**src/rtl/instruction_fetch_pkg.sv**
```systemverilog
// Shared definitions for the instruction fetch unit: widths, reset PC,
// PC step and the fetch FSM state encoding.
package instruction_fetch_pkg;

  localparam int XLEN = 32;
  localparam logic [XLEN-1:0] RESET_PC_DEFAULT = 32'h0000_0000;
  localparam logic [XLEN-1:0] PC_INC           = 32'd4;

  typedef enum logic [1:0] {
    IDLE  = 2'd0,
    FETCH = 2'd1,
    STALL = 2'd2,
    DRAIN = 2'd3
  } fetch_state_e;

  // Instruction addresses are word aligned; low two bits are dropped.
  function automatic logic [XLEN-1:0] align_pc(input logic [XLEN-1:0] pc);
    return {pc[XLEN-1:2], 2'b00};
  endfunction

endpackage

```
**src/rtl/instruction_fetch_buffer.sv**
```systemverilog
// Two-entry FIFO holding fetched {instruction, pc} pairs for the decode stage.
// Flush empties it in one cycle; push and pop in the same cycle both apply.
module fetch_buffer
  import instruction_fetch_pkg::*;
(
  input  logic            clk_i,
  input  logic            rst_ni,
  input  logic            push_i,
  input  logic            pop_i,
  input  logic            flush_i,
  input  logic [XLEN-1:0] data_i,
  input  logic [XLEN-1:0] pc_i,
  output logic [1:0]      count_o,
  output logic [XLEN-1:0] data_o,
  output logic [XLEN-1:0] pc_o
);

  logic [XLEN-1:0] data_q [2];
  logic [XLEN-1:0] pc_q   [2];
  logic            rd_ptr_q;
  logic            wr_ptr_q;
  logic [1:0]      count_q;
  logic            pop_ok;
  logic            push_ok;

  assign pop_ok  = pop_i && (count_q != 2'd0);
  assign push_ok = push_i && ((count_q != 2'd2) || pop_ok);

  always_ff @(posedge clk_i or negedge rst_ni) begin
    if (!rst_ni) begin
      data_q[0] <= '0;
      data_q[1] <= '0;
      pc_q[0]   <= '0;
      pc_q[1]   <= '0;
      rd_ptr_q  <= 1'b0;
      wr_ptr_q  <= 1'b0;
      count_q   <= 2'd0;
    end else if (flush_i) begin
      rd_ptr_q <= 1'b0;
      wr_ptr_q <= 1'b0;
      count_q  <= 2'd0;
    end else begin
      if (push_ok) begin
        data_q[wr_ptr_q] <= data_i;
        pc_q[wr_ptr_q]   <= pc_i;
        wr_ptr_q         <= ~wr_ptr_q;
      end
      if (pop_ok) rd_ptr_q <= ~rd_ptr_q;
      count_q <= count_q + {1'b0, push_ok} - {1'b0, pop_ok};
    end
  end

  assign count_o = count_q;
  assign data_o  = data_q[rd_ptr_q];
  assign pc_o    = pc_q[rd_ptr_q];

endmodule

```
**src/rtl/instruction_fetch.sv**
```systemverilog
// Instruction fetch: issues word fetches to instruction memory, buffers up to
// two results for decode, and handles redirects with or without a request in flight.
module instruction_fetch
  import instruction_fetch_pkg::*;
#(
  parameter logic [XLEN-1:0] RESET_PC = RESET_PC_DEFAULT
) (
  input  logic            i_clk,
  input  logic            i_rst_n,
  output logic [XLEN-1:0] o_imem_addr,
  output logic            o_imem_req,
  input  logic            i_imem_ack,
  input  logic [XLEN-1:0] i_imem_rdata,
  input  logic            i_redirect,
  input  logic [XLEN-1:0] i_redirect_pc,
  output logic [XLEN-1:0] o_instruction,
  output logic [XLEN-1:0] o_pc,
  output logic            o_valid,
  input  logic            i_ready
);

  fetch_state_e    state_q, state_d;
  logic [XLEN-1:0] pc_q, pc_d;
  logic [XLEN-1:0] tgt_q, tgt_d;
  logic [XLEN-1:0] redir_pc;
  logic [1:0]      count;
  logic            push;
  logic            pop;
  logic            flush;
  logic [2:0]      occ_push;
  logic [2:0]      occ_hold;

  assign redir_pc = align_pc(i_redirect_pc);
  assign pop      = o_valid && i_ready;
  // Occupancy after this cycle, with and without an accepted fetch result.
  assign occ_push = {1'b0, count} + 3'd1 - {2'b00, pop};
  assign occ_hold = {1'b0, count} - {2'b00, pop};

  always_comb begin
    state_d = state_q;
    pc_d    = pc_q;
    tgt_d   = tgt_q;
    push    = 1'b0;
    flush   = 1'b0;
    unique case (state_q)
      IDLE: state_d = FETCH;
      FETCH: begin
        if (i_redirect) begin
          flush = 1'b1;
          if (i_imem_ack) begin
            pc_d = redir_pc;
          end else begin
            tgt_d   = redir_pc;
            state_d = DRAIN;
          end
        end else if (i_imem_ack) begin
          push = 1'b1;
          pc_d = pc_q + PC_INC;
          if (occ_push >= 3'd2) state_d = STALL;
        end
      end
      STALL: begin
        if (i_redirect) begin
          flush   = 1'b1;
          pc_d    = redir_pc;
          state_d = FETCH;
        end else if (occ_hold < 3'd2) begin
          state_d = FETCH;
        end
      end
      DRAIN: begin
        // The old request must complete before the new target can be issued.
        if (i_redirect) begin
          flush = 1'b1;
          tgt_d = redir_pc;
        end
        if (i_imem_ack) begin
          pc_d    = i_redirect ? redir_pc : tgt_q;
          state_d = FETCH;
        end
      end
      default: state_d = IDLE;
    endcase
  end

  always_ff @(posedge i_clk or negedge i_rst_n) begin
    if (!i_rst_n) begin
      state_q <= IDLE;
      pc_q    <= RESET_PC;
      tgt_q   <= '0;
    end else begin
      state_q <= state_d;
      pc_q    <= pc_d;
      tgt_q   <= tgt_d;
    end
  end

  assign o_imem_addr = pc_q;
  assign o_imem_req  = (state_q == FETCH) || (state_q == DRAIN);
  assign o_valid     = (count != 2'd0);

  fetch_buffer u_buf (
    .clk_i   (i_clk),
    .rst_ni  (i_rst_n),
    .push_i  (push),
    .pop_i   (pop),
    .flush_i (flush),
    .data_i  (i_imem_rdata),
    .pc_i    (pc_q),
    .count_o (count),
    .data_o  (o_instruction),
    .pc_o    (o_pc)
  );

endmodule

```
**config.mk**
```make
export PLATFORM = sky130hd
export DESIGN_NAME = instruction_fetch
export DESIGN_NICKNAME = d
export VERILOG_FILES = /design/src/rtl/instruction_fetch_pkg.sv /design/src/rtl/instruction_fetch_buffer.sv /design/src/rtl/instruction_fetch.sv
export SDC_FILE = /design/constraint.sdc
export NUM_CORES = 1
export LEC_CHECK = 0
export BUFFER_PORTS_ARGS = -buffer_cell sky130_fd_sc_hd__buf_4
export CELL_PAD_IN_SITES_DETAIL_PLACEMENT = 0
export CELL_PAD_IN_SITES_GLOBAL_PLACEMENT = 1
export CORE_MARGIN = 2
export CORE_UTILIZATION = 41
export CTS_BUF_LIST = sky130_fd_sc_hd__clkbuf_16
export CTS_CLUSTER_SIZE = 25
export DETAILED_ROUTE_END_ITERATION = 6
export HOLD_SLACK_MARGIN = 0.12
export PLACE_DENSITY_LB_ADDON = 0.05
export SLEW_MARGIN = 20
export SYNTH_ARGS = -nofsm -noshare
export SYNTH_HDL_FRONTEND = slang
export SYNTH_SLANG_ARGS = --single-unit
```
**constraint.sdc**
```tcl
create_clock -name i_clk -period 1.8 [get_ports i_clk]
set_input_delay 0.18 -clock i_clk [delete_from_list [all_inputs] [get_ports i_clk]]
set_output_delay 0.18 -clock i_clk [all_outputs]
set_load 0.01 [all_outputs]
```
======== Word level (Yosys, flattened, before mapping) ========
Index checks and enable logic that the tools add are counted.
storage, ports and cells
  bits in latches ......................... 0
  bits in read-only memories .............. 0
  memory bits (writable) .................. 0
  memories ................................ 0
  register bits ........................... 198
  output and inout bits ................... 98
  word-level logic and storage cells ...... 94
cells by class
  reduce and logical (&&, ||, !) cells .... 17
  bitwise operators ....................... 5
  add/subtract/negate cells ............... 6
  magnitude comparators ................... 5
  eq/ne operators ......................... 13
  multiply operators ...................... 0
  mux-type cells .......................... 38
  div/mod/pow operators ................... 0
  shift operators ......................... 0
operators by type and width
  operator                                                                             count
  32-bit two-way mux                                                                   15
  64-bit bitwise mux                                                                   2
  32-bit one-hot mux with 3 select lines                                               1
  32-bit one-hot mux with 2 select lines                                               1
  32-bit by 3-bit adder with 32-bit output, second input constant                      1
  32-bit demux with 1-bit select                                                       1
  2-bit two-way mux                                                                    8
  2-bit != test, second input constant                                                 6
  3-bit != test, second input constant                                                 4
  1-bit two-way mux                                                                    9
  2-bit one-hot mux with 4 select lines                                                1
  2-bit nonzero test                                                                   4
  5-bit AND reduction                                                                  1
  2-bit equality test, second input constant                                           2
  2-bit greater-or-equal comparator, second input constant                             2
  1-bit logical AND                                                                    4
  1-bit inverter with 2-bit output                                                     2
  4-bit AND reduction                                                                  1
  2-bit by 1-bit adder with 3-bit output, second input constant                        1
  3-bit by 2-bit greater-or-equal comparator with 1-bit output, second input constant  1
  3-bit by 2-bit less-than comparator with 1-bit output, second input constant         1
  1-bit inverter                                                                       3
  3-bit AND reduction                                                                  1
  3-bit nonzero test                                                                   1
  10 further kinds                                                                     11

======== Logic depth before layout (Yosys ltp) ========
Gate-level depths: netlist of the first run.
  word-level depth ........................ 8
  mapped depth ............................ 8
  depth with buffers taken out ............ 8

======== Modules after synthesis ========
Synthesis of the first run repeated with hierarchy kept, for this count alone.
second synthesis, totals
  cell total of the unflattened synthesis .. 789
  area, all modules ....................... 9892.0 µm²
by module, submodules not included
  module             instances  sequential area each (µm²)  cells an instance  area each (µm²)
  fetch_buffer       1          3303.2                      363                5969.5
  instruction_fetch  1          1651.6                      426                3922.5

======== Worst setup path before layout of the first run ========
OpenSTA, ideal clock, no wires.
  path kind ............................... register to register
  start point ............................. register state_q[1]
  end point ............................... register u_buf.pc_q[42] (netlist bit)
  cell stages (with the launch flop) ...... 9
  clock period less this slack ............ 1857 ps
  data required time ...................... 1672 ps
  arrival time ............................ 1729 ps
  path slack .............................. -57 ps
  library setup time ...................... 128 ps
  cells stage by stage .................... dfrtp_1 > buf_2 > nor2_4 > nand3_2 > a21oi_4 > nor2b_1 > buf_4 > buf_6 > mux2_1
between the ends
  word-level cells in the longest chain between the ends .. 5
RTL lines
  item                                                                                          line                            text
  start: declaration                                                                            instruction_fetch.sv:22         fetch_state_e state_q, state_d;
  start signal: assignment                                                                      instruction_fetch.sv:92         state_q <= state_d;
  2-bit by 1-bit equality test with 1-bit output / 2-bit equality test (equally long branches)  instruction_fetch.sv:45         unique case (state_q)
  3-bit OR reduction (no source line)                                                           n/a
  1-bit two-way mux                                                                             n/a
  1-bit inverter (no source line)                                                               n/a
  2-bit AND reduction (no source line) *                                                        n/a
  end signal: indexed assignment                                                                instruction_fetch_buffer.sv:45  pc_q[wr_ptr_q] <= pc_i;
  end: declaration                                                                              instruction_fetch_buffer.sv:19  logic [XLEN-1:0] pc_q [2];
Every way passes the cells marked *; elsewhere a longest branch is shown, timed or not.
A chain may end at the register's enable or synchronous reset.

======== Worst setup path in the final report of the first run ========
  start point ............................. register u_buf.rd_ptr_q
  end point ............................... output port o_pc[16]
between the ends
  word-level cells in the longest chain between the ends .. 4
RTL lines
  item                                                    line                            text
  start: declaration                                      instruction_fetch_buffer.sv:20  logic rd_ptr_q;
  start signal: assignment                                instruction_fetch_buffer.sv:48  if (pop_ok) rd_ptr_q <= ~rd_ptr_q;
  1-bit inverter with 2-bit output (not written as such)  instruction_fetch_buffer.sv:55  assign pc_o = pc_q[rd_ptr_q];
  32-bit two-way mux (not written as such) (3 in series)  instruction_fetch_buffer.sv:55
  end: declaration                                        instruction_fetch.sv:17         output logic [XLEN-1:0] o_pc,
Every way passes these cells. The select of a mux whose other input is x is not followed.

==> results of run 1 <==
-- synthesized netlist by cell type, types with 11 or more instances --
cell,number,area (um2)
nand2_1,53,199
o21a_1,11,82.6
o21ai_0,33,165
buf_2,19,95.1
a2bb2oi_1,13,114
nor2_1,32,120
mux2_1,124,1400
nand3_1,11,55.1
mux2_2,95,1070
clkbuf_1,25,93.8
and3_1,12,75.1
a21oi_1,25,125
dfrtp_1,198,4950
-- metal layers --
| metal | GRT usage | share of wire | vias up | wire (um) |
|---|---|---|---|---|
| li1 | - | - | 3390 | - |
| met1 | 0.264 | 0.46 | 3692 | 11900 |
| met2 | 0.360 | 0.50 | 162 | 13000 |
| met3 | 0.0285 | 0.030 | 16 | 772 |
| met4 | 0.0516 | 0.0086 | 0 | 222 |
| met5 | 0 | 0 | - | 0 |
-- through the flow --
step	power, mW	util	setup WS [ps]	cell area (um2)
final	19.7	0.581	-60.6	13200
after global routing	20.9	0.581	-125	13200
after CTS	19.4	0.564	-85.7	12900
after detailed placement	15.3	0.509	1.93	11600
after global placement	15.0	0.509	51.5	11600
after floorplan	11.6	-	-46.8	9550
-- power groups by stage --
stage / Combinational [mW] / Sequential [mW] / Clock, mW
after floorplan: 4.29 / 7.27 / 0
after global placement: 7.77 / 7.21 / 0
after detailed placement: 7.97 / 7.38 / 0
after CTS: 8.28 / 7.31 / 3.85
after global routing: 9.28 / 7.59 / 4.03
final: 8.59 / 7.35 / 3.76
-- flip-flops by register name, summed over array words and instances (netlist names) --
name,count
u_buf.data_q,64
u_buf.pc_q,64
o_imem_addr,32
tgt_q,32
state_q,2
u_buf.count_o,2
u_buf.rd_ptr_q,1
u_buf.wr_ptr_q,1
-- kinds of logic after synthesis --
logic type | count (synthesis)
adder cells (fa/ha/maj) | 4
XOR/XNOR | 8
buffers and inverters | 63
AND/OR/NAND/NOR | 156
multiplexers | 220
AO/OA/AOI/OAI | 129
flip-flops | 198
-- layout make-up --
cell class,count,area [um2]
well taps,313,392
clock buffers,17,425
flip-flops and latches,198,4960
inverters,10,37.5
fillers,1894,9550
clock inverters,15,145
multi-input cells,517,4410
repair buffers,316,2850
diodes,1,2.50
-- cells in the final DEF, fill, tap and decap left out, types with 5 or more instances in the layout --
cell type,Yosys,final
a21oi_1,25,24
a2bb2oi_1,13,10
a31oi_1,7,7
and3_1,12,12
buf_12,0,13
buf_4,2,223
buf_6,6,10
clkbuf_16,0,20
clkinv_4,0,5
dfrtp_1,198,195
dlygate4sd3_1,0,63
inv_1,10,10
mux2_1,124,104
mux2_2,95,93
mux2_4,0,22
nand2_1,53,53
nand3_1,11,10
nand4_1,10,10
nor2_1,32,31
nor3_1,9,9
o21a_1,11,10
o21ai_0,33,32
o22a_1,5,5
o22ai_1,5,5
-- timing repair --
item / in CTS / in global routing
endpoints found under the setup margin: 70 / 123
gates cloned: 1 / 5
pin swaps: 0 / 5
hold buffers: 63 / 0
gates resized for setup: 11 / 45
hold endpoints to repair: 265 / 0
setup buffers: 0 / 12
-- path summary, 6_finish.rpt --
check | to | slack (ps) | cells past startpoint
worst max-delay path | o_pc[16] | -60 | 3
worst min-delay path | u_buf.rd_ptr_q | 150 | 4
worst max register to register | u_buf.pc_q[45] | -10 | 7
worst min register to register | tgt_q[29] | 480 | 2
max in group asynchronous | u_buf.pc_q[60] | 860 | 3
min in group asynchronous | u_buf.pc_q[7] | 250 | 2
-- worst reg2reg max path, stage by stage, from the launching register on --
cell     delay [ps]
dfrtp_2         450
nor2_4          110
nand3_2         110
a21oi_4         130
nor2b_4         220
buf_6           130
buf_12          180
mux2_1          370
==> flow_summary.yaml, run 1 <==
run_status:
  status: "complete, but fails checks"
  failed_checks: "setup timing"
placement:
  routabilityCongestion: 0.810
  dp_hpwl_mm: 17.0
  port_buf_inserts: 164
  dpl.cell_count: 1273
pwr:
  combinationalPowerShare: 0.436
  cell_internal_pwr_mw: 13.1
  peak_vdd_ir_mv: 0.677
  netSwitchingPower_mw: 6.60
  cellLeakagePower_nw: 6.01
  share_clk_of_total_power: 0.191
  sequentialPowerShare: 0.373
  power_per_cell_area_mw_per_mm2: 1490
  swShare: 0.335
routing:
  post-route-drc-count: 0
  drt-wirelength-per-cell_um: 18.6
  via_per_inst: 5.23
  drt-pass1-iter-count: 5
  drt_iter0_markers: 276
  routed-via-count: 7260
  route.antenna.remaining_nets: 0
  wl_mm: 25.8
clock_tree:
  insertion_delay_ps: 440
  cts-buffers-inserted: 17
  cts_tree: "built"
  worst_setup_hold_path_clk_slew_ps: 80
  cts-root-to-sink-buffers: 2
  htree_num_levels: 4
  cts_root_buf: "clkbuf_16"
  cts_num_sinks: 198
logic_synthesis:
  yosys_register_bits: 198
  main_combinational_cell_family_by_area_after_synthesis: "multiplexers"
  syn_inst: 778
  async_reset_ff_frac: 1.00
  synth-seq-area-share: 0.519
  synth_compound_area_frac: 0.0916
  syn-mean-instance-area_um2: 12.3
  synth.yosys.warnings: 0
  synth.cell_area_mm2: 0.00954
  synth_xor_xnor_area_share: 0.00734
  post_synth_num_cell_types: 55
  postSynthNetCount: 851
  synth_ff_type: "dfrtp_1"
  synthMuxAreaShare: 0.259
  yosys.area_share.simple: 0.0844
  synth-edff-count: 0
  synth_adder_area_share: 0.00524
worst_setup_path:
  max_stage_delay_ps: 510
  worstSetupEndpointType: "output port"
  cp_cell_sequence: "buf_12 -> mux2_2 -> buf_4"
  timing.setup.critical_path_class: "reg2out"
  timing.critical_path.slowest_stage_cell: "dfrtp_4"
  r2r_start: "state_q[1]"
  crit_fanout: 24
  critical_path_buf_inv_count: 2
  cp_top_family: "flip-flops"
  timing.critical_path.from: "u_buf.rd_ptr_q"
  worstPathRequired_ps: 1620
  worstPathArrival_ps: 1680
  critical_path_startpoint_category: "flop"
sta:
  worstMarginPinSlew_ps: 409
  report.final.slew_viol_count: 0
  timing.hold.ws_ps: 154
  max_slew_margin: 0.725
  tmin_final_ps: 1860
  fin_setup_tns_ps: -2390
  unrepaired_setup_endpoints_after_global_routing: "yes"
  finalSetupViolations: 68
  setup_slack_ps: -60.6
  min_period_over_period: 1.03
  achievable-frequency_ghz: 0.537
  clock-skew-final_ps: 11.5
  hold_violations: 0
floorplan:
  die_width_um: 157
  core_mm2: 0.0228
  initial_core_util: 0.419
  die_height_um: 157
  io_pins: 167
  rows: 55
  dieArea_mm2: 0.0245
global_route:
  grt_pass1_wl_mm: 39.4
  initial_antenna_violation_count: 1
  globalRouteTotalUtil: 0.204
  overflow: 0
  number_of_global_route_vias_before_repair: 7585
  grt_max_degree: 62
worst_hold_path:
  min-delay-path-class: "in2reg"
  worstHoldStart: "i_ready"
final_layout:
  layoutNonFillerInstCount: 1387
  nNetsFinal: 1133
  drive_gt1_frac: 0.393
  synthToLayoutAreaGrowth_pct: 38.6
job:
  cap_violations: 0
Power figures use the tool's default switching activity.
==> inputs of run 2 (changes only) <==
--- a/config.mk
+++ b/config.mk
@@ -6,9 +6,9 @@
 export NUM_CORES = 1
 export LEC_CHECK = 0
 export BUFFER_PORTS_ARGS = -buffer_cell sky130_fd_sc_hd__buf_4
-export CELL_PAD_IN_SITES_DETAIL_PLACEMENT = 0
+export CELL_PAD_IN_SITES_DETAIL_PLACEMENT = 1
 export CELL_PAD_IN_SITES_GLOBAL_PLACEMENT = 1
-export CORE_MARGIN = 2
+export CORE_MARGIN = 4
 export CORE_UTILIZATION = 41
 export CTS_BUF_LIST = sky130_fd_sc_hd__clkbuf_16
 export CTS_CLUSTER_SIZE = 25
==> flow_summary.yaml, run 2 (same netlist as run 1, synthesis figures left out) <==
worst_setup_path:
  crit_fanout: 6
  worstPathArrival_ps: 1720
  timing.setup.critical_path_class: "reg2out"
  worstSetupEndpointType: "output port"
  worstPathRequired_ps: 1620
  timing.critical_path.slowest_stage_cell: "dfrtp_4"
  cp_cell_sequence: "buf_12 -> clkbuf_16 -> mux2_4 -> buf_6"
  max_stage_delay_ps: 510
  critical_path_startpoint_category: "flop"
final_layout:
  area.sequential_mm2: 0.00496
  synthToLayoutAreaGrowth_pct: 43.5
  drive_gt1_frac: 0.435
  nNetsFinal: 1146
  antenna_cells_inserted: 0
  fillerInstances: 2275
  layoutNonFillerInstCount: 1399
  top_library_cells_by_usage_in_the_layout_fill_and_taps_aside: "buf_4 (223), dfrtp_1 (195), mux2_2 (92)"
  biggest_registers_after_layout: "u_buf.data_q x64, u_buf.pc_q x64"
  stdcell_area_mm2: 0.0137
  multi_input_area_mm2: 0.00457
  utilization: 0.601
  layout.cells.most_common: "buf_4"
placement:
  routabilityCongestion: 0.828
  dpl.cell_count: 1276
  dp_hpwl_mm: 18.7
  pre_cts_slack_ps: -14.3
  port_buf_inserts: 164
  post_dp_cell_area_mm2: 0.0116
sta:
  max_slew_margin: 0.760
  clock-skew-final_ps: 13.6
  achievable-frequency_ghz: 0.527
  unrepaired_setup_endpoints_after_global_routing: "yes"
  setup_slack_ps: -98.2
  finalSetupViolations: 104
  min_period_over_period: 1.05
  timing.hold.ws_ps: 221
  tmin_final_ps: 1900
  report.final.slew_viol_count: 0
  fin_setup_tns_ps: -5710
  hold_violations: 0
  worstMarginPinSlew_ps: 356
floorplan:
  die_height_um: 161
  rows: 55
  die_width_um: 161
  initial_core_util: 0.419
  core_mm2: 0.0228
  dieArea_mm2: 0.0258
  io_pins: 167
routing:
  route.antenna.remaining_nets: 0
  drt_iter0_markers: 363
  routed-via-count: 7552
  post-route-drc-count: 0
  wl_mm: 31.3
  via_per_inst: 5.40
  drt-pass1-iter-count: 4
  drt-wirelength-per-cell_um: 22.3
global_route:
  overflow: 0
  initial_antenna_violation_count: 0
  grt_max_degree: 61
  globalRouteTotalUtil: 0.208
  grt_pass1_wl_mm: 43.7
  number_of_global_route_vias_before_repair: 8081
job:
  cap_violations: 0
pwr:
  power_per_cell_area_mw_per_mm2: 1540
  power.total_mw: 21.1
  peak_vdd_ir_mv: 0.752
  cellLeakagePower_nw: 6.27
clock_tree:
  insertion_delay_ps: 440
  worst_setup_hold_path_clk_slew_ps: 80
  cts_num_sinks: 198
  cts_tree: "built"
  cts-buffers-inserted: 17
  cts-root-to-sink-buffers: 2
  htree_num_levels: 4
  cts_root_buf: "clkbuf_16"
run_status:
  status: "complete, but fails checks"
  failed_checks: "setup timing"
worst_hold_path:
  min-delay-path-class: "in2async"
[run 2: cell count changes in the layout (fill, tap and decap cells not counted), moves of 2 or more]
cell,change
mux2_4,+41
mux2_1,-40
clkbuf_16,+9
o21ai_1,+2
buf_6,-3
o21ai_0,-2
buf_8,+3
buf_12,+2
[run 2: power by group]
group	leakage (nW)	total, mW	switching, mW	internal, mW
Combinational	3.58	9.79	4.19	5.61
Clock	0.284	3.80	1.86	1.95
Sequential	2.40	7.51	1.21	6.30
Total	6.27	21.1	7.25	13.9
[run 2: final cells by class]
class | count | area share
clock buffers | 17 | 0.0311
inverters | 10 | 0.00274
flip-flops and latches | 198 | 0.362
repair buffers | 329 | 0.231
well taps | 313 | 0.0286
clock inverters | 15 | 0.0106
multi-input cells | 517 | 0.334
[run 2: worst paths after layout]
kind	from	to	slack, ps	depth (start not counted)
worst max-delay path	u_buf.rd_ptr_q	o_instruction[17]	-100	4
worst min-delay path	i_rst_n	u_buf.data_q[50]	220	2
worst max register to register	state_q[1]	u_buf.pc_q[47]	-40	7
worst min register to register	u_buf.data_q[15]	u_buf.data_q[15]	490	1
max in group asynchronous	i_rst_n	u_buf.data_q[3]	900	3
min in group i_clk	i_redirect	o_imem_addr[16]	260	5
[run 2: routing by layer]
layer / global-route usage / part of all wire / vias up
met5: 0 / 0 / -
met4: 0.0504 / 0.011 / 0
met3: 0.0334 / 0.031 / 23
met2: 0.367 / 0.51 / 156
met1: 0.268 / 0.45 / 3954
li1: - / - / 3419
[run 2: repair_timing]
item | 4_1_cts | 5_1_grt
hold buffers | 64 | 0
setup endpoints to repair | 69 | 175
pin swaps | 0 | 7
buffers inserted | 0 | 8
endpoints found under the hold margin | 298 | 0
resized for setup | 3 | 98
gates cloned | 0 | 19
[run 2: worst max-delay path: cells and delay by family, from the launching register on]
| family | cells | cell delay (ps) |
|---|---|---|
| buf+inv | 3 | 450 |
| flops | 1 | 510 |
| mux | 1 | 310 |
==> inputs of run 3 (changes only) <==
--- a/config.mk
+++ b/config.mk
@@ -19,3 +19,4 @@
 export SYNTH_ARGS = -nofsm -noshare
 export SYNTH_HDL_FRONTEND = slang
 export SYNTH_SLANG_ARGS = --single-unit
+export TNS_END_PERCENT = 50
==> constraint.sdc (replaced) <==
create_clock -name i_clk -period 1.8 [get_ports i_clk]
set_input_delay 0.18 -clock i_clk [delete_from_list [all_inputs] [get_ports i_clk]]
set_output_delay 0.18 -clock i_clk [all_outputs]
set_load 0.1 [all_outputs]
==> flow_summary.yaml, run 3 (same netlist as run 1, synthesis figures left out) <==
final_layout:
  stdcell_area_mm2: 0.0141
  nNetsFinal: 1134
  utilization: 0.618
  antenna_cells_inserted: 0
  top_library_cells_by_usage_in_the_layout_fill_and_taps_aside: "dfrtp_1 (168), buf_4 (155), mux2_2 (91)"
  drive_gt1_frac: 0.476
  synthToLayoutAreaGrowth_pct: 47.5
  layoutNonFillerInstCount: 1387
  biggest_registers_after_layout: "u_buf.data_q x64, u_buf.pc_q x64"
  layout.cells.most_common: "dfrtp_1"
global_route:
  number_of_global_route_vias_before_repair: 8348
  grt_max_degree: 49
  grt_pass1_wl_mm: 46.6
  overflow: 0
  initial_antenna_violation_count: 0
  globalRouteTotalUtil: 0.226
routing:
  wl_mm: 31.9
  via_per_inst: 5.40
  post-route-drc-count: 0
  drt-pass1-iter-count: 4
  drt-wirelength-per-cell_um: 23.0
  routed-via-count: 7490
  route.antenna.remaining_nets: 0
  drt_iter0_markers: 343
floorplan:
  dieArea_mm2: 0.0258
  rows: 55
  io_pins: 167
  core_mm2: 0.0228
  initial_core_util: 0.419
  die_width_um: 161
  die_height_um: 161
run_status:
  status: "complete, but fails checks"
  failed_checks: "setup timing"
sta:
  min_period_over_period: 1.08
  tmin_final_ps: 1940
  finalSetupViolations: 105
  report.final.slew_viol_count: 0
  achievable-frequency_ghz: 0.515
  hold_violations: 0
  worstMarginPinSlew_ps: 415
  timing.hold.ws_ps: 218
  unrepaired_setup_endpoints_after_global_routing: "yes"
  max_slew_margin: 0.723
  clock-skew-final_ps: 13.3
  setup_slack_ps: -142
clock_tree:
  cts-buffers-inserted: 17
  htree_num_levels: 4
  cts_tree: "built"
  insertion_delay_ps: 450
  cts_num_sinks: 198
  cts_root_buf: "clkbuf_16"
  worst_setup_hold_path_clk_slew_ps: 80
  cts-root-to-sink-buffers: 2
placement:
  dp_hpwl_mm: 19.3
  post_dp_cell_area_mm2: 0.0117
  port_buf_inserts: 164
  dpl.cell_count: 1263
  routabilityCongestion: 0.806
worst_setup_path:
  timing.setup.critical_path_class: "reg2out"
  cp_cell_sequence: "buf_4 -> clkbuf_16 -> mux2_2 -> buf_6"
  critical_path_startpoint_category: "flop"
  timing.critical_path.slowest_stage_cell: "dfrtp_4"
  max_stage_delay_ps: 500
  worstSetupEndpointType: "output port"
  crit_fanout: 8
  worstPathRequired_ps: 1620
  worstPathArrival_ps: 1760
worst_hold_path:
  min-delay-path-class: "in2async"
job:
  cap_violations: 0
[run 3: changes by cell type in the layout (fill, tap and decap cells not counted), sizes merged]
cell    delta
buf        -9
bufinv     -1
clkbuf     -3
clkinv     -1
inv        +2
[run 3: final timing paths]
| path | startpoint | endpoint | slack [ps] | cells after the start |
|---|---|---|---|---|
| max reg2reg | state_q[1] | u_buf.pc_q[47] | -50 | 7 |
| min in group i_clk | i_ready | u_buf.rd_ptr_q | 280 | 5 |
| max in group asynchronous | i_rst_n | u_buf.pc_q[20] | 820 | 3 |
| max | u_buf.rd_ptr_q | o_pc[0] | -140 | 4 |
| min reg2reg | u_buf.pc_q[55] | u_buf.pc_q[55] | 490 | 1 |
| min | i_rst_n | u_buf.data_q[24] | 220 | 2 |
[run 3: worst max-delay path, delay by kind of cell, from the launching register on]
family,cells,cell delay (ps)
multiplexers,1,290
flip-flops,1,500
buffers and inverters,3,530
[run 3: area by class of cell]
type,instances,area [um2]
sequential,198,5040
timing repair buffer,317,3310
fill,2214,8700
tap,313,392
clock inverter,15,136
inverter,10,37.5
clock buffer,17,425
multi-input combinational,517,4730
[run 3: what timing repair did]
item | 4_1_cts | 5_1_grt
pin swaps | 3 | 7
hold buffers | 64 | 0
hold endpoints to repair | 268 | 0
cloned | 3 | 12
setup buffers | 4 | 11
setup endpoints to repair | 136 | 182
gates resized for setup | 85 | 106
[run 3: through the flow]
| step | setup WS, ps | TNS [ps] |
|---|---|---|
| global placement | 7.26 | 0 |
| floorplan | -116 | -3620 |
| finish | -142 | -8120 |
| detailed placement | -75.0 | -1830 |
| global route | -191 | -14200 |
| CTS | -139 | -9530 |
[run 3: per-layer routing]
layer | global-route usage | vias up | part of all wire
met5 | 0 | - | 0
met3 | 0.0352 | 24 | 0.029
li1 | - | 3397 | -
met1 | 0.283 | 3916 | 0.44
met4 | 0.0504 | 0 | 0.012
met2 | 0.413 | 153 | 0.52
Power of run 3 is left out: the tool's default activity adds up to more than one toggle a clock period on the data nets, which glitch-free logic cannot reach.
